### config.mk
export PLATFORM = sky130hd
export DESIGN_NAME = itof_pipe
export DESIGN_NICKNAME = d
export VERILOG_FILES = /design/src/rtl/itof_pkg.sv /design/src/rtl/itof_lzc.sv /design/src/rtl/itof_pipe.sv
export SDC_FILE = /design/constraint.sdc
export NUM_CORES = 1
export LEC_CHECK = 0
export CORE_MARGIN = 3
export CORE_UTILIZATION = 35
export CTS_BUF_LIST = sky130_fd_sc_hd__clkbuf_8
export DETAILED_ROUTE_END_ITERATION = 8
export GPL_TIMING_DRIVEN = 0
export HOLD_SLACK_MARGIN = 0.02
export PLACE_DENSITY = 0.54
export REMOVE_ABC_BUFFERS = 1
export SLEW_MARGIN = 0
export SYNTH_ARGS = -nofsm -noshare
export SYNTH_HDL_FRONTEND = slang
export SYNTH_SLANG_ARGS = --single-unit
export TNS_END_PERCENT = 10
### constraint.sdc
create_clock -name clk -period 13.3 [get_ports clk]
set_clock_uncertainty 0.2 [all_clocks]
set_input_delay 2.66 -clock clk [delete_from_list [all_inputs] [get_ports clk]]
set_output_delay 2.66 -clock clk [all_outputs]
set_load 0.05 [all_outputs]
### src/rtl/itof_pkg.sv
// Shared constants and types for the integer-to-float pipeline.
//   FP32_BIAS / FP32_MANT_W / FP32_EXP_W : IEEE-754 single-precision field geometry
//   fp32_t                               : packed single-precision word {sign, exp, mant}
package itof_pkg;

  localparam int FP32_BIAS   = 127;
  localparam int FP32_MANT_W = 23;
  localparam int FP32_EXP_W  = 8;

  typedef struct packed {
    logic                   sign;
    logic [FP32_EXP_W-1:0]  exp;
    logic [FP32_MANT_W-1:0] mant;
  } fp32_t;

  // Packs a non-zero rounded result; a zero operand always maps to +0.0.
  function automatic fp32_t fp32_pack(input logic                   zero,
                                      input logic                   sign,
                                      input logic [FP32_EXP_W-1:0]  exp,
                                      input logic [FP32_MANT_W-1:0] mant);
    fp32_t r;
    r = '0;
    if (!zero) begin
      r.sign = sign;
      r.exp  = exp;
      r.mant = mant;
    end
    return r;
  endfunction

endpackage

### src/rtl/itof_lzc.sv
// Combinational leading-zero counter.
//   data     : operand
//   count    : number of leading zeros (WIDTH when data is zero)
//   all_zero : data == 0
module itof_lzc #(
  parameter int unsigned WIDTH = 32,
  localparam int unsigned CW   = $clog2(WIDTH) + 1
) (
  input  logic [WIDTH-1:0] data,
  output logic [CW-1:0]    count,
  output logic             all_zero
);

  always_comb begin
    count = CW'(WIDTH);
    // Scanning upward, the last set bit seen is the leading one.
    for (int i = 0; i < int'(WIDTH); i++) begin
      if (data[i]) begin
        count = CW'(int'(WIDTH) - 1 - i);
      end
    end
  end

  assign all_zero = ~|data;

endmodule

### src/rtl/itof_pipe.sv
// Pipelined integer to IEEE-754 single converter, round-to-nearest-even, valid/ready.
//   clk, rstn              : clock, asynchronous active-low reset
//   in_valid / in_ready    : operand handshake
//   in_data, in_unsigned   : operand and its interpretation (1 = unsigned)
//   out_valid / out_ready  : result handshake
//   out_data, out_inexact  : single-precision result and rounding flag
// Work is split into three phases (abs+LZC, shift, round+pack); NSTAGE chooses
// where registers sit between them. All stages advance together on en.
module itof_pipe
  import itof_pkg::*;
#(
  parameter int unsigned WIDTH  = 32,
  parameter int unsigned NSTAGE = 2
) (
  input  logic             clk,
  input  logic             rstn,
  input  logic             in_valid,
  output logic             in_ready,
  input  logic [WIDTH-1:0] in_data,
  input  logic             in_unsigned,
  output logic             out_valid,
  input  logic             out_ready,
  output logic [31:0]      out_data,
  output logic             out_inexact
);

  localparam int unsigned LZW = $clog2(WIDTH) + 1;

  typedef struct packed {
    logic             sign;
    logic             zero;
    logic [WIDTH-1:0] mag;
    logic [LZW-1:0]   lzc;
  } abs_pay_t;

  typedef struct packed {
    logic                   sign;
    logic                   zero;
    logic [FP32_EXP_W-1:0]  exp;
    logic [FP32_MANT_W-1:0] mant;
    logic                   guard;
    logic                   sticky;
  } norm_pay_t;

  logic en;
  assign en       = out_ready | ~out_valid;
  assign in_ready = en;

  // Phase A: sign / magnitude and leading-zero count.
  logic             a_sign;
  logic [WIDTH-1:0] a_mag;
  logic [LZW-1:0]   a_lzc;
  logic             a_zero;
  abs_pay_t         a_pay;

  assign a_sign = ~in_unsigned & in_data[WIDTH-1];
  // The most negative value negates to itself, which read unsigned is 2^(WIDTH-1).
  assign a_mag  = a_sign ? (~in_data + WIDTH'(1)) : in_data;

  itof_lzc #(
    .WIDTH (WIDTH)
  ) u_lzc (
    .data     (a_mag),
    .count    (a_lzc),
    .all_zero (a_zero)
  );

  always_comb begin
    a_pay      = '0;
    a_pay.sign = a_sign;
    a_pay.zero = a_zero;
    a_pay.mag  = a_mag;
    a_pay.lzc  = a_lzc;
  end

  // Phase B: normalise, extract mantissa, guard and sticky.
  abs_pay_t              b_src;
  norm_pay_t             b_pay;
  logic [LZW:0]          b_shamt;
  logic [WIDTH-1:0]      b_frac;
  logic [WIDTH+23:0]     b_fx;

  always_comb begin
    // Shifting one past the leading one leaves only the fraction bits.
    b_shamt      = {1'b0, b_src.lzc} + (LZW+1)'(1);
    b_frac       = b_src.mag << b_shamt;
    b_fx         = {b_frac, 24'b0};
    b_pay        = '0;
    b_pay.sign   = b_src.sign;
    b_pay.zero   = b_src.zero;
    b_pay.exp    = FP32_EXP_W'(FP32_BIAS + int'(WIDTH) - 1) - FP32_EXP_W'(b_src.lzc);
    b_pay.mant   = b_fx[WIDTH+23 -: FP32_MANT_W];
    b_pay.guard  = b_fx[WIDTH];
    b_pay.sticky = |b_fx[WIDTH-1:0];
  end

  // Phase C: round-to-nearest-even and pack.
  norm_pay_t              c_src;
  logic                   c_inc;
  logic [FP32_MANT_W:0]   c_sum;
  logic [FP32_EXP_W-1:0]  c_exp;
  fp32_t                  c_res;
  logic                   c_inexact;

  always_comb begin
    c_inc     = c_src.guard & (c_src.sticky | c_src.mant[0]);
    c_sum     = {1'b0, c_src.mant} + (FP32_MANT_W+1)'(c_inc);
    // A carry out of the mantissa leaves it all-zero and bumps the exponent.
    c_exp     = c_src.exp + FP32_EXP_W'(c_sum[FP32_MANT_W]);
    c_res     = fp32_pack(c_src.zero, c_src.sign, c_exp, c_sum[FP32_MANT_W-1:0]);
    c_inexact = ~c_src.zero & (c_src.guard | c_src.sticky);
  end

  // Stage registers between phases, present only when the depth calls for them.
  if (NSTAGE >= 2) begin : g_s1
    abs_pay_t s1_q;
    always_ff @(posedge clk or negedge rstn) begin
      if (!rstn) begin
        s1_q <= '0;
      end else if (en) begin
        s1_q <= a_pay;
      end
    end
    assign b_src = s1_q;
  end else begin : g_no_s1
    assign b_src = a_pay;
  end

  if (NSTAGE >= 3) begin : g_s2
    norm_pay_t s2_q;
    always_ff @(posedge clk or negedge rstn) begin
      if (!rstn) begin
        s2_q <= '0;
      end else if (en) begin
        s2_q <= b_pay;
      end
    end
    assign c_src = s2_q;
  end else begin : g_no_s2
    assign c_src = b_pay;
  end

  // Output register and valid chain; bubbles shift through as valid=0.
  fp32_t             out_q;
  logic              inexact_q;
  logic [NSTAGE-1:0] vld_q;

  always_ff @(posedge clk or negedge rstn) begin
    if (!rstn) begin
      out_q     <= '0;
      inexact_q <= 1'b0;
      vld_q     <= '0;
    end else if (en) begin
      out_q     <= c_res;
      inexact_q <= c_inexact;
      vld_q[0]  <= in_valid;
      for (int i = 1; i < int'(NSTAGE); i++) begin
        vld_q[i] <= vld_q[i-1];
      end
    end
  end

  assign out_valid   = vld_q[NSTAGE-1];
  assign out_data    = out_q;
  assign out_inexact = inexact_q;

endmodule
Word level (Yosys, flattened, before mapping)
Index checks and enable logic that the tools add are counted.
{"block": "totals", "register_bits": 75, "input_bits": 37, "output_inout_bits": 35, "wordCells": 62}
{"block": "op_classes", "addsub": 5, "n_shift": 1, "mux": 34, "n_bitwise": 10, "reduce_logical": 3}
{"cell": "$mux W6", "n": 32}
{"cell": "$mux W32", "n": 2}
{"cell": "$add A32 B1 Y32 const B", "n": 1}
{"cell": "$not A32 Y32", "n": 1}
{"cell": "$reduce_or A32 Y1", "n": 1}
{"cell": "$shl A32 B7 Y32", "n": 1}
{"cell": "$add A23 B1 Y24", "n": 1}
{"cell": "$add A8 B1 Y8", "n": 1}
{"cell": "$reduce_or A8 Y1", "n": 1}
{"cell": "$sub A8 B6 Y8 const A", "n": 1}
{"cell": "$add A6 B1 Y7 const B", "n": 1}
{"cell": "$and A1 B1 Y1", "n": 3}
{"cell": "$not A1 Y1", "n": 3}
{"cell": "$or A1 B1 Y1", "n": 3}
{"cell": "$logic_not A1 Y1", "n": 1}

Logic depth before layout (Yosys ltp)
{"block": "logic_depth", "depth_word": 35, "mapped_depth": 20}

Cells and area by module
From an unflattened synthesis, not the netlist that was laid out.
{"block": "unflattened", "hier_cells": 784, "area_unflattened_um2": 7130.6}
{"mod": "itof_pipe", "n_inst": 1, "cells_per_inst": 718, "area_each_um2": 6736.5, "seq_area_each_um2": 1876.8}
{"mod": "itof_lzc", "n_inst": 1, "cells_per_inst": 66, "area_each_um2": 394.1, "seq_area_each_um2": 0.0}

Worst setup path after synthesis
No wires, ideal clock.
{"block": "synth_path", "path_type": "in2out", "startpoint": "input out_ready", "endpoint": "output in_ready", "arrival_ns": 3.569, "required_time_ns": 10.440, "setup_slack_ns": 6.871, "path_stages": 4, "path_cell_list": "nor2b_1 inv_1 clkbuf_8 clkbuf_1"}
{"block": "synth_via", "elab_chain_cells": 1}
{"element": "from (decl)", "line": "itof_pipe.sv:22", "source": "input logic out_ready,"}
{"element": "$or A1 B1 Y1", "line": "itof_pipe.sv:46", "source": "assign en = out_ready | ~out_valid;"}
{"element": "to (decl)", "line": "itof_pipe.sv:18", "source": "output logic in_ready,"}
No other way between the ends.

Final worst setup path
Same ends and word-level chain as after synthesis.

==> impl_metrics.csv <==
group,metric,value,unit
status,status,"finished clean",
clocking,clk_latency,380,ps
clocking,cts_buffers,9,
worst_setup_path,crit_end,"in_ready",
layout,area_growth,12.1,%
clocking,post_cts_buffers,0,
job,drv_cap,0,
worst_setup_path,worstPathArrival,5250,ps
power_and_ir_drop,clockPowerShare,13.5,%
logic_synthesis,synth_top_area_cell,"dfrtp_1",
worst_setup_path,slowest_delay,850,ps
logic_synthesis,synthFlopType,"dfrtp_1",
power_and_ir_drop,ir_drop,0.0546,mV
routing,via_per_inst,5.89,
routing,drtAntennaViolNets,0,
power_and_ir_drop,switchingPower,0.000659,W
global_routing,grt_pass1_wl,36100,µm
worst_setup_path,crit_path_start_kind,"input port",
logic_synthesis,synth_common_cells,"92 x nand2_1, 75 x dfrtp_1, 75 x nor2_1",
clocking,cts_hold_buf,0,
routing,via_count,6949,
min_path,holdPathStages,1,
worst_setup_path,r2r_setup_slack,7690,ps
global_routing,grt_pass1_vias,6485,
placement,dpl.hpwl,17000,µm
worst_setup_path,path_class,"input port to output port",
logic_synthesis,syn_area_per_cell,8.63,µm²
logic_synthesis,yosys_register_bits,75,
routing,drt-initial-drc-count,496,
global_routing,grt_max_degree,48,
die,ios,72,
global_routing,antenna_found_initial,0,
die,start_util,35.9,%
power_and_ir_drop,cellLeakagePower,3.18,nW
sta,final.period_utilization,61.0,%
sta,fmax,123,MHz
sta,layout_min_cycle_time,8110,ps
logic_synthesis,synthCells,880,
routing,dr.pass1.iters,5,
logic_synthesis,synth_top_area_share,24.7,%
worst_setup_path,reg2reg_to,"out_data[27]",
routing,routedWlPerCell,18.8,µm
worst_setup_path,end_kind,"output port",
global_routing,grtUsageTotal,18.7,%
logic_synthesis,async_flop_share,100,%
worst_setup_path,slowest_stage,"clkdlybuf4s50_1",
die,die_area,23500,µm²
clocking,htree_levels,3,
sta,maxSlewHeadroom,32.2,%
power_and_ir_drop,switching_share,48.3,%
layout,n_antenna_cell,0,
clocking,cts.sinks,75,
clocking,clk_pin_slew,90,ps
clocking,cts_resized,0,
worst_setup_path,critPathLaunch,"out_ready",
die,die_x,153,µm
die,core,21200,µm²
power_and_ir_drop,p_seq_share,24.6,%
placement,dp_slack,4690,ps
clocking,max-clock-path-buffers,2,
routing,drc,0,
logic_synthesis,ys_types,95,
logic_synthesis,ys_seq_area_share,24.7,%
worst_setup_path,path_cells,"clkdlybuf4s50_1, nor2b_4, inv_2, clkdlybuf4s50_1",
logic_synthesis,synth_edf_count,0,
sta,worst_pin_slew,1020,ps
sta,setup_viol,0,
routing,wl,22200,µm
min_path,hp-class,"flip-flop to flip-flop",
clocking,tritoncts,"done",
logic_synthesis,yosysMostFrequentCell,"nand2_1",
layout,nets,943,
worst_setup_path,timing.rr.start,"b_src[1]",
power_and_ir_drop,p_per_area,160,nW/µm²
sta,rsz0062_at_grt,"false",
layout,fin_util,40.3,%
placement,io_buffers,71,
sta,slew_viol_final,0,
worst_setup_path,r2r_cells,19,
logic_synthesis,synth_area,7600,µm²
clocking,root_buffer,"clkbuf_8",
die,std_cell_rows,53,
global_routing,gr-total-overflow,0,
logic_synthesis,ys_warn_count,0,
worst_setup_path,worstPathMaxFanout,47,
die,die_y,153,µm
sta,hold_viol,0,
sta,fin_ws,5190,ps
power_and_ir_drop,p_int,0.000705,W
layout,drive_above_1_share,11.9,%
placement,place.gp.congestion,0.994,
power_and_ir_drop,pwr-share-comb,61.9,%
worst_setup_path,worstPathRequired,10440,ps
worst_setup_path,path_common_cell,"clkdlybuf4s50_1",
logic_synthesis,synthTopCellsByArea,"dfrtp_1 25%, mux4_2 6.8%, nand2_1 4.5%",
-- power by group through the flow --
| stage | Sequential, W | Combinational, W | Clock [W] |
|---|---|---|---|
| after detailed placement | 0.000341 | 0.000842 | 0 |
| final | 0.000336 | 0.000844 | 0.000184 |
| after CTS | 0.000336 | 0.000845 | 0.000191 |
| after floorplan | 0.000475 | 0.000437 | 0 |
| after global placement | 0.000346 | 0.000829 | 0 |
| after global routing | 0.000347 | 0.000906 | 0.000200 |
-- worst min path at each step --
stage               end  slack [ps]  startpoint
2_1_floorplan  vld_q[0]         230    vld_q[0]
3_3_place_gp   vld_q[1]         240    vld_q[0]
3_5_place_dp   vld_q[1]         250    vld_q[0]
4_1_cts        vld_q[1]         270    vld_q[0]
5_1_grt        vld_q[0]         290    vld_q[0]
6_report       vld_q[1]         270    vld_q[0]
-- cell type report --
class	count	area, µm²
clock buffer	9	124
timing repair buffer	76	816
tap	275	344
fill	2202	12600
clock inverter	7	76.3
sequential	75	1880
multi-input combinational	720	5220
inverter	17	63.8
-- critical path, delay by kind of cell --
kind / cells / cell delay, ps
buffers and inverters: 3 / 1850
and+or+nand+nor: 1 / 710
-- layer usage --
| layer | wire (µm) | track usage (%) | up-vias |
|---|---|---|---|
| li1 | - | - | 3391 |
| met1 | 10300 | 26.7 | 3307 |
| met2 | 10200 | 29.1 | 207 |
| met3 | 976 | 2.18 | 44 |
| met4 | 692 | 7.23 | 0 |
| met5 | 0 | 0 | - |
-- cells by family after synthesis --
group	count (synthesis)	share of synthesized area, %
buf+inv	85	6.79
fa+ha+maj	7	1.15
flops	75	24.7
simple gates	343	24.8
mux	66	12.7
compound gates	256	23.7
xor+xnor	48	6.23
-- stage by stage --
stage          area, µm²  power (W)  hold slack, ps  instances  TNS (ps)
6_report            8520    0.00136             266       1179         0
5_1_grt             8520    0.00145             291       1179         0
4_1_cts             8520    0.00137             267       1179         0
3_5_place_dp        8320    0.00118             245       1163         0
3_3_place_gp        8200    0.00117             242       1158      -215
2_1_floorplan       7150   0.000912             230        812         0
-- cell usage in the layout (no fill, tap or decap), types with 9 or more instances in the layout --
cell type         n
a22oi_1          12
nand3_1          20
nor3_1           26
nand4_1          15
o22ai_1           9
clkdlybuf4s50_1  70
mux4_2           23
o31ai_1          15
xnor2_1          27
a21oi_1          41
mux2_2           14
dfrtp_1          74
inv_1            16
nor2_1           75
nor2b_1          12
nand2_1          92
o21ai_0          49
xor2_1           17
a21o_1           10
mux2i_1          29
nor4_1           11
a31oi_1          17
and2_1           10
clkbuf_8          9
-- flip-flops by register name, indices dropped and copies added, names as in the netlist --
name and cells:
b_src 38, out_data 32, b_pay 2, vld_q 2
out_inexact 1
No activity file was read; power rests on OpenSTA's default activity.
